**config.mk**
```make
export PLATFORM = sky130hd
export DESIGN_NAME = bit_count_sched
export DESIGN_NICKNAME = d
export VERILOG_FILES = /design/src/rtl/bit_count_pkg.sv /design/src/rtl/bit_count_sched_rr_arbiter.sv /design/src/rtl/bit_count_sched.sv
export SDC_FILE = /design/constraint.sdc
export NUM_CORES = 1
export LEC_CHECK = 0
export ABC_AREA = 1
export CAP_MARGIN = 20
export CORE_MARGIN = 1
export CORE_UTILIZATION = 38
export CTS_BUF_LIST = sky130_fd_sc_hd__clkbuf_16
export DETAILED_ROUTE_END_ITERATION = 16
export PLACE_DENSITY = 0.81
export SLEW_MARGIN = 10
export SYNTH_ARGS = -nofsm -noshare
export SYNTH_HDL_FRONTEND = slang
export SYNTH_SLANG_ARGS = --single-unit
```
**constraint.sdc**
```tcl
create_clock -name i_clk -period 1.75 [get_ports i_clk]
set_input_delay 0.4375 -clock i_clk [delete_from_list [all_inputs] [get_ports i_clk]]
set_output_delay 0.4375 -clock i_clk [all_outputs]
set_load 0.01 [all_outputs]
```
**src/rtl/bit_count_pkg.sv**
```systemverilog
// Shared types and constants for the popcount engine scheduler.
package bit_count_pkg;

    localparam int DATA_W    = 8;
    localparam int SUM_W     = 4;
    localparam int N_REQ_DEF = 4;

    typedef enum logic [2:0] {
        IDLE,
        START,
        LOAD,
        WAIT,
        RELEASE
    } state_t;

endpackage

```
**src/rtl/bit_count_sched_rr_arbiter.sv**
```systemverilog
// Round-robin winner search starting at ptr, with ptr advanced past the winner on grant.
module rr_arbiter #(
    parameter int N_REQ = 4
) (
    input  logic                     i_clk,
    input  logic                     i_rst_n,
    input  logic [N_REQ-1:0]         i_req,
    input  logic                     i_advance,
    output logic [$clog2(N_REQ)-1:0] o_winner,
    output logic                     o_any,
    output logic [$clog2(N_REQ)-1:0] o_ptr
);

    localparam int PW = $clog2(N_REQ);

    logic [PW-1:0] ptr;
    logic [PW:0]   idx;

    assign o_ptr = ptr;

    always_comb begin
        o_winner = '0;
        o_any    = 1'b0;
        idx      = '0;
        for (int i = 0; i < N_REQ; i++) begin
            idx = {1'b0, ptr} + (PW+1)'(i);
            if (idx >= (PW+1)'(N_REQ)) idx = idx - (PW+1)'(N_REQ);
            if (!o_any && i_req[idx[PW-1:0]]) begin
                o_any    = 1'b1;
                o_winner = idx[PW-1:0];
            end
        end
    end

    always_ff @(posedge i_clk or negedge i_rst_n) begin
        if (!i_rst_n) begin
            ptr <= '0;
        end else if (i_advance) begin
            ptr <= (o_winner == PW'(N_REQ-1)) ? '0 : o_winner + 1'b1;
        end
    end

endmodule

```
**src/rtl/bit_count_sched.sv**
```systemverilog
// Shares one popcount engine among N_REQ requesters and routes each result back.
// Handshake: o_gnt pulses once when an operand is taken; o_valid pulses once when its o_sum is ready.
module bit_count_sched
    import bit_count_pkg::*;
#(
    parameter int N_REQ = N_REQ_DEF
) (
    input  logic                     i_clk,
    input  logic                     i_rst_n,
    input  logic [N_REQ-1:0]         i_req,
    input  logic [N_REQ*DATA_W-1:0]  i_data,
    output logic [N_REQ-1:0]         o_gnt,
    output logic [N_REQ-1:0]         o_valid,
    output logic [SUM_W-1:0]         o_sum,
    output logic                     o_busy,
    output logic                     o_eng_start,
    output logic                     o_eng_load,
    output logic [DATA_W-1:0]        o_eng_data,
    input  logic [SUM_W-1:0]         i_eng_sum,
    input  logic                     i_eng_done,
    output state_t                   o_state,
    output logic [$clog2(N_REQ)-1:0] o_ptr
);

    localparam int PW = $clog2(N_REQ);
    localparam logic [N_REQ-1:0] ONE = {{(N_REQ-1){1'b0}}, 1'b1};

    state_t        state;
    logic [PW-1:0] winner;
    logic [PW-1:0] win_q;
    logic          any;
    logic          advance;

    assign o_state = state;
    assign o_busy  = (state != IDLE);
    assign advance = (state == IDLE) && any;

    rr_arbiter #(.N_REQ(N_REQ)) u_arb (
        .i_clk     (i_clk),
        .i_rst_n   (i_rst_n),
        .i_req     (i_req),
        .i_advance (advance),
        .o_winner  (winner),
        .o_any     (any),
        .o_ptr     (o_ptr)
    );

    // Pulse outputs default low; each state raises the ones it owns for the next cycle.
    always_ff @(posedge i_clk or negedge i_rst_n) begin
        if (!i_rst_n) begin
            state       <= IDLE;
            win_q       <= '0;
            o_gnt       <= '0;
            o_valid     <= '0;
            o_sum       <= '0;
            o_eng_start <= 1'b0;
            o_eng_load  <= 1'b0;
            o_eng_data  <= '0;
        end else begin
            o_gnt       <= '0;
            o_valid     <= '0;
            o_eng_start <= 1'b0;
            o_eng_load  <= 1'b0;
            case (state)
                IDLE: begin
                    if (any) begin
                        win_q       <= winner;
                        o_eng_data  <= i_data[winner*DATA_W +: DATA_W];
                        o_gnt       <= ONE << winner;
                        o_eng_start <= 1'b1;
                        state       <= START;
                    end
                end
                START: begin
                    o_eng_load <= 1'b1;
                    state      <= LOAD;
                end
                LOAD: begin
                    state <= WAIT;
                end
                WAIT: begin
                    if (i_eng_done) begin
                        o_sum       <= i_eng_sum;
                        o_valid     <= ONE << win_q;
                        o_eng_start <= 1'b1;
                        state       <= RELEASE;
                    end
                end
                RELEASE: begin
                    o_eng_data <= '0;
                    state      <= IDLE;
                end
                default: state <= IDLE;
            endcase
        end
    end

endmodule
```
==> out/summary.txt <==
most common cell after layout, fill and taps aside - clkdlybuf4s50_1
VDD IR max - 0.00139 V
first-pass GRT wire length - 8220 um
H-tree depth - 2
Layout area overhead - 86.9%
Fin. Hold Viols - 0
worst-path fanout max - 7
Power Density - 2410 nW/um2
crit-path leading delay family - simple AND/OR/NAND/NOR gates
later-pin clock latency in the skew report - 0.27 ns
Max Cap Violations - 0
P_int - 4.18 mW
Post-route DRC - 0
worst min-delay path class - flop to flop
yosys warns - 0
Worst Path Buf+Inv - 2
largest net degree at the start of global routing - 30
cell accounting for the most synthesized area - dfrtp_1
CP max stage delay - 0.44 ns
Die H - 68.6 um
Leak - 1.52 nW
CTS buffer count - 5
HPWL after DPL - 3740 um
Final GP Congestion - 0.827
CTS max path bufs - 2
worst slack, placed - -0.459 ns
switching power - 3.42 mW
Tmin final - 1.95 ns
Synth Register Bits - 29
# hold bufs at CTS - 0
commonest non-fill, non-tap cells in the layout - clkdlybuf4s50_1, nand2_1, dfrtp_1, buf_4, nand2_2
gr busiest metal - met2
Crit-path slowest cell - dfrtp_2
met1 Use GR - 27.9%
full die area - 4710 um2
Sw Ratio - 45.0%
vias in the first global route - 1825
synth unique cells - 25
share of layout cells above drive strength 1 - 35.2%
Mean Syn Cell Area - 7.67 um2
via/cell ratio - 5.31
crit path cell chain - buf_12 > inv_12 > nand2_4 > nand2_4 > nand2_2 > nand2_2 > nor2_4 > nand3_2 > nand4_1 > ha_4 > nand2_1 > o21ai_1
CP Class - flop to flop
Post-Syn Area - 1690 um2
drt first pass iters - 4
# clock sinks - 29
Clock Skews - 0.00168 ns
max-slew violation count - 0
post-route ant nets - 0
total gr overflow - 0
clk root buf - clkbuf_16
DP Area - 2660 um2
post-synth top area share - 43.0%
Starting Density - 40.7%
Synth Net Count - 264
setup violators final - 15
status - finished with violations
sequential share of power - 15.4%
io pins - 71
via count - 1986
initial antenna violation count - 0
final wirelength - 6230 um
Wirelength per Cell - 16.7 um
Worst Path Required - 1.94 ns
CP Data Arrival Time - 2.14 ns
slew margin rel. - 74.9%
Tightest Pin Transition - 0.377 ns
port bufs - 70
Comb pwr share - 72.3%
Synth Instances - 220
final instance area - 3150 um2
DRT iter0 DRCs - 167
met2 Use GR - 41.3%
GR met3 Demand/Resource - 5.92%
register area share after synthesis - 43.0%
post-layout net count - 367
Synth area leaders - dfrtp_1, nand2_1, nand3_1, nand4_1, inv_1
CTS tree - built
crit end category - flop
Worst Setup Start Kind - flop
row count - 23
period utilization - 112%
Setup WS post-layout - -0.203 ns
GR Util All Layers - 24.1%
clk slew on worst S/H paths - 0.05 ns
RSZ-0062 raised after global routing - true
Filler cells - 271
Antenna diodes - 0
CORE AREA - 4140 um2
Clk pwr share - 12.3%
failing checks - setup timing
Die X-Extent - 68.6 um
Max Clock Freq - 512 MHz
[path summary, 6_finish.rpt]
check | start | endpoint | slack (ns) | cells after the start
min reg2reg | o_sum[1] | o_sum[1] | 0.48 | 2
min | o_sum[1] | o_sum[1] | 0.48 | 2
max in group asynchronous | i_rst_n | u_arb.o_ptr[0] | 0.90 | 2
max reg2reg | u_arb.o_ptr[0] | u_arb.o_ptr[1] | -0.20 | 12
max | u_arb.o_ptr[0] | u_arb.o_ptr[1] | -0.20 | 12
min in group asynchronous | i_rst_n | o_valid[2] | 0.55 | 2
[stage by stage]
stage               std cells  setup TNS [ns]  power, mW  hold WS [ns]  utilization, %
finish                    374           -1.83       7.60         0.476            76.1
global route              374           -2.88       8.08         0.492            76.1
CTS                       370          -0.641       6.59         0.475            69.5
detailed placement        360           -6.62       5.32         0.451            64.2
global placement          360           -5.83       5.22         0.448            64.2
floorplan                 220          -0.146       3.53         0.142               -
[sequential cells by signal, indices dropped and copies added, names as in the netlist]
name	cells
o_eng_data	8
win_q	2
o_eng_start	1
o_eng_load	1
o_valid	4
u_arb.o_ptr	2
o_state	3
o_gnt	4
o_sum	4
[logic make-up (layout without fill, tap and decap cells)]
group,after synthesis,in the layout,synth area share (%)
AO/OA/AOI/OAI,7,7,3.34
adder cells (fa/ha/maj),1,1,0.742
buffers and inverters,26,130,7.34
flip-flops,29,29,43.0
AND/OR/NAND/NOR,157,157,45.5
[worst register-to-register path, stage by stage (launching register included)]
cell     delay, ns
dfrtp_2       0.44
buf_12        0.17
inv_12        0.08
nand2_4       0.05
nand2_4       0.08
nand2_2       0.06
nand2_2       0.09
nor2_4        0.05
nand3_2       0.07
nand4_1       0.28
ha_4          0.38
nand2_1       0.04
o21ai_1       0.07
[cells in the mapped netlist, drive strengths merged]
cell type and count:
nor2 10, o22ai 1, and2 1, a31oi 1
nand3 34, nand2 86, dfrtp 29, buf 7
nor3 7, nor4 1, o21ai 4, a211o 1
ha 1, inv 19, nand4 18
[final cells by class]
cell class / instances / area (um2) / share of cell area [%]
repair inverters: 1 / 8.76 / 0.278
flip-flops and latches: 29 / 728 / 23.1
multi-input cells: 165 / 1090 / 34.5
repair buffers: 102 / 1010 / 32.1
clock buffers: 5 / 125 / 3.97
inverters: 19 / 91.3 / 2.90
well taps: 50 / 62.6 / 1.98
clock inverters: 3 / 37.5 / 1.19
[layer usage]
layer  wire length (um)  up-vias  share of wire, %
met3                493       17               7.9
met1               2380      922                38
met4                166        0               2.7
met2               3190      104                51
met5                  0        -                 0
li1                   -      943                 -
[timing repair]
| item | 4_1_cts | 5_1_grt |
|---|---|---|
| endpoints found under the setup margin | 19 | 17 |
| gates resized for setup | 21 | 64 |
| endpoints found under the hold margin | 0 | 0 |
| setup buffers | 2 | 2 |
| cloned | 1 | 2 |
| pin swaps | 12 | 21 |
[power by group through the flow]
stage	clock network (mW)	logic (mW)	registers, mW
global placement	0	4.09	1.13
CTS	0.947	4.49	1.14
global route	0.975	5.91	1.20
finish	0.934	5.50	1.17
detailed placement	0	4.18	1.14
floorplan	0	2.29	1.25
Power figures use the tool's default switching activity.
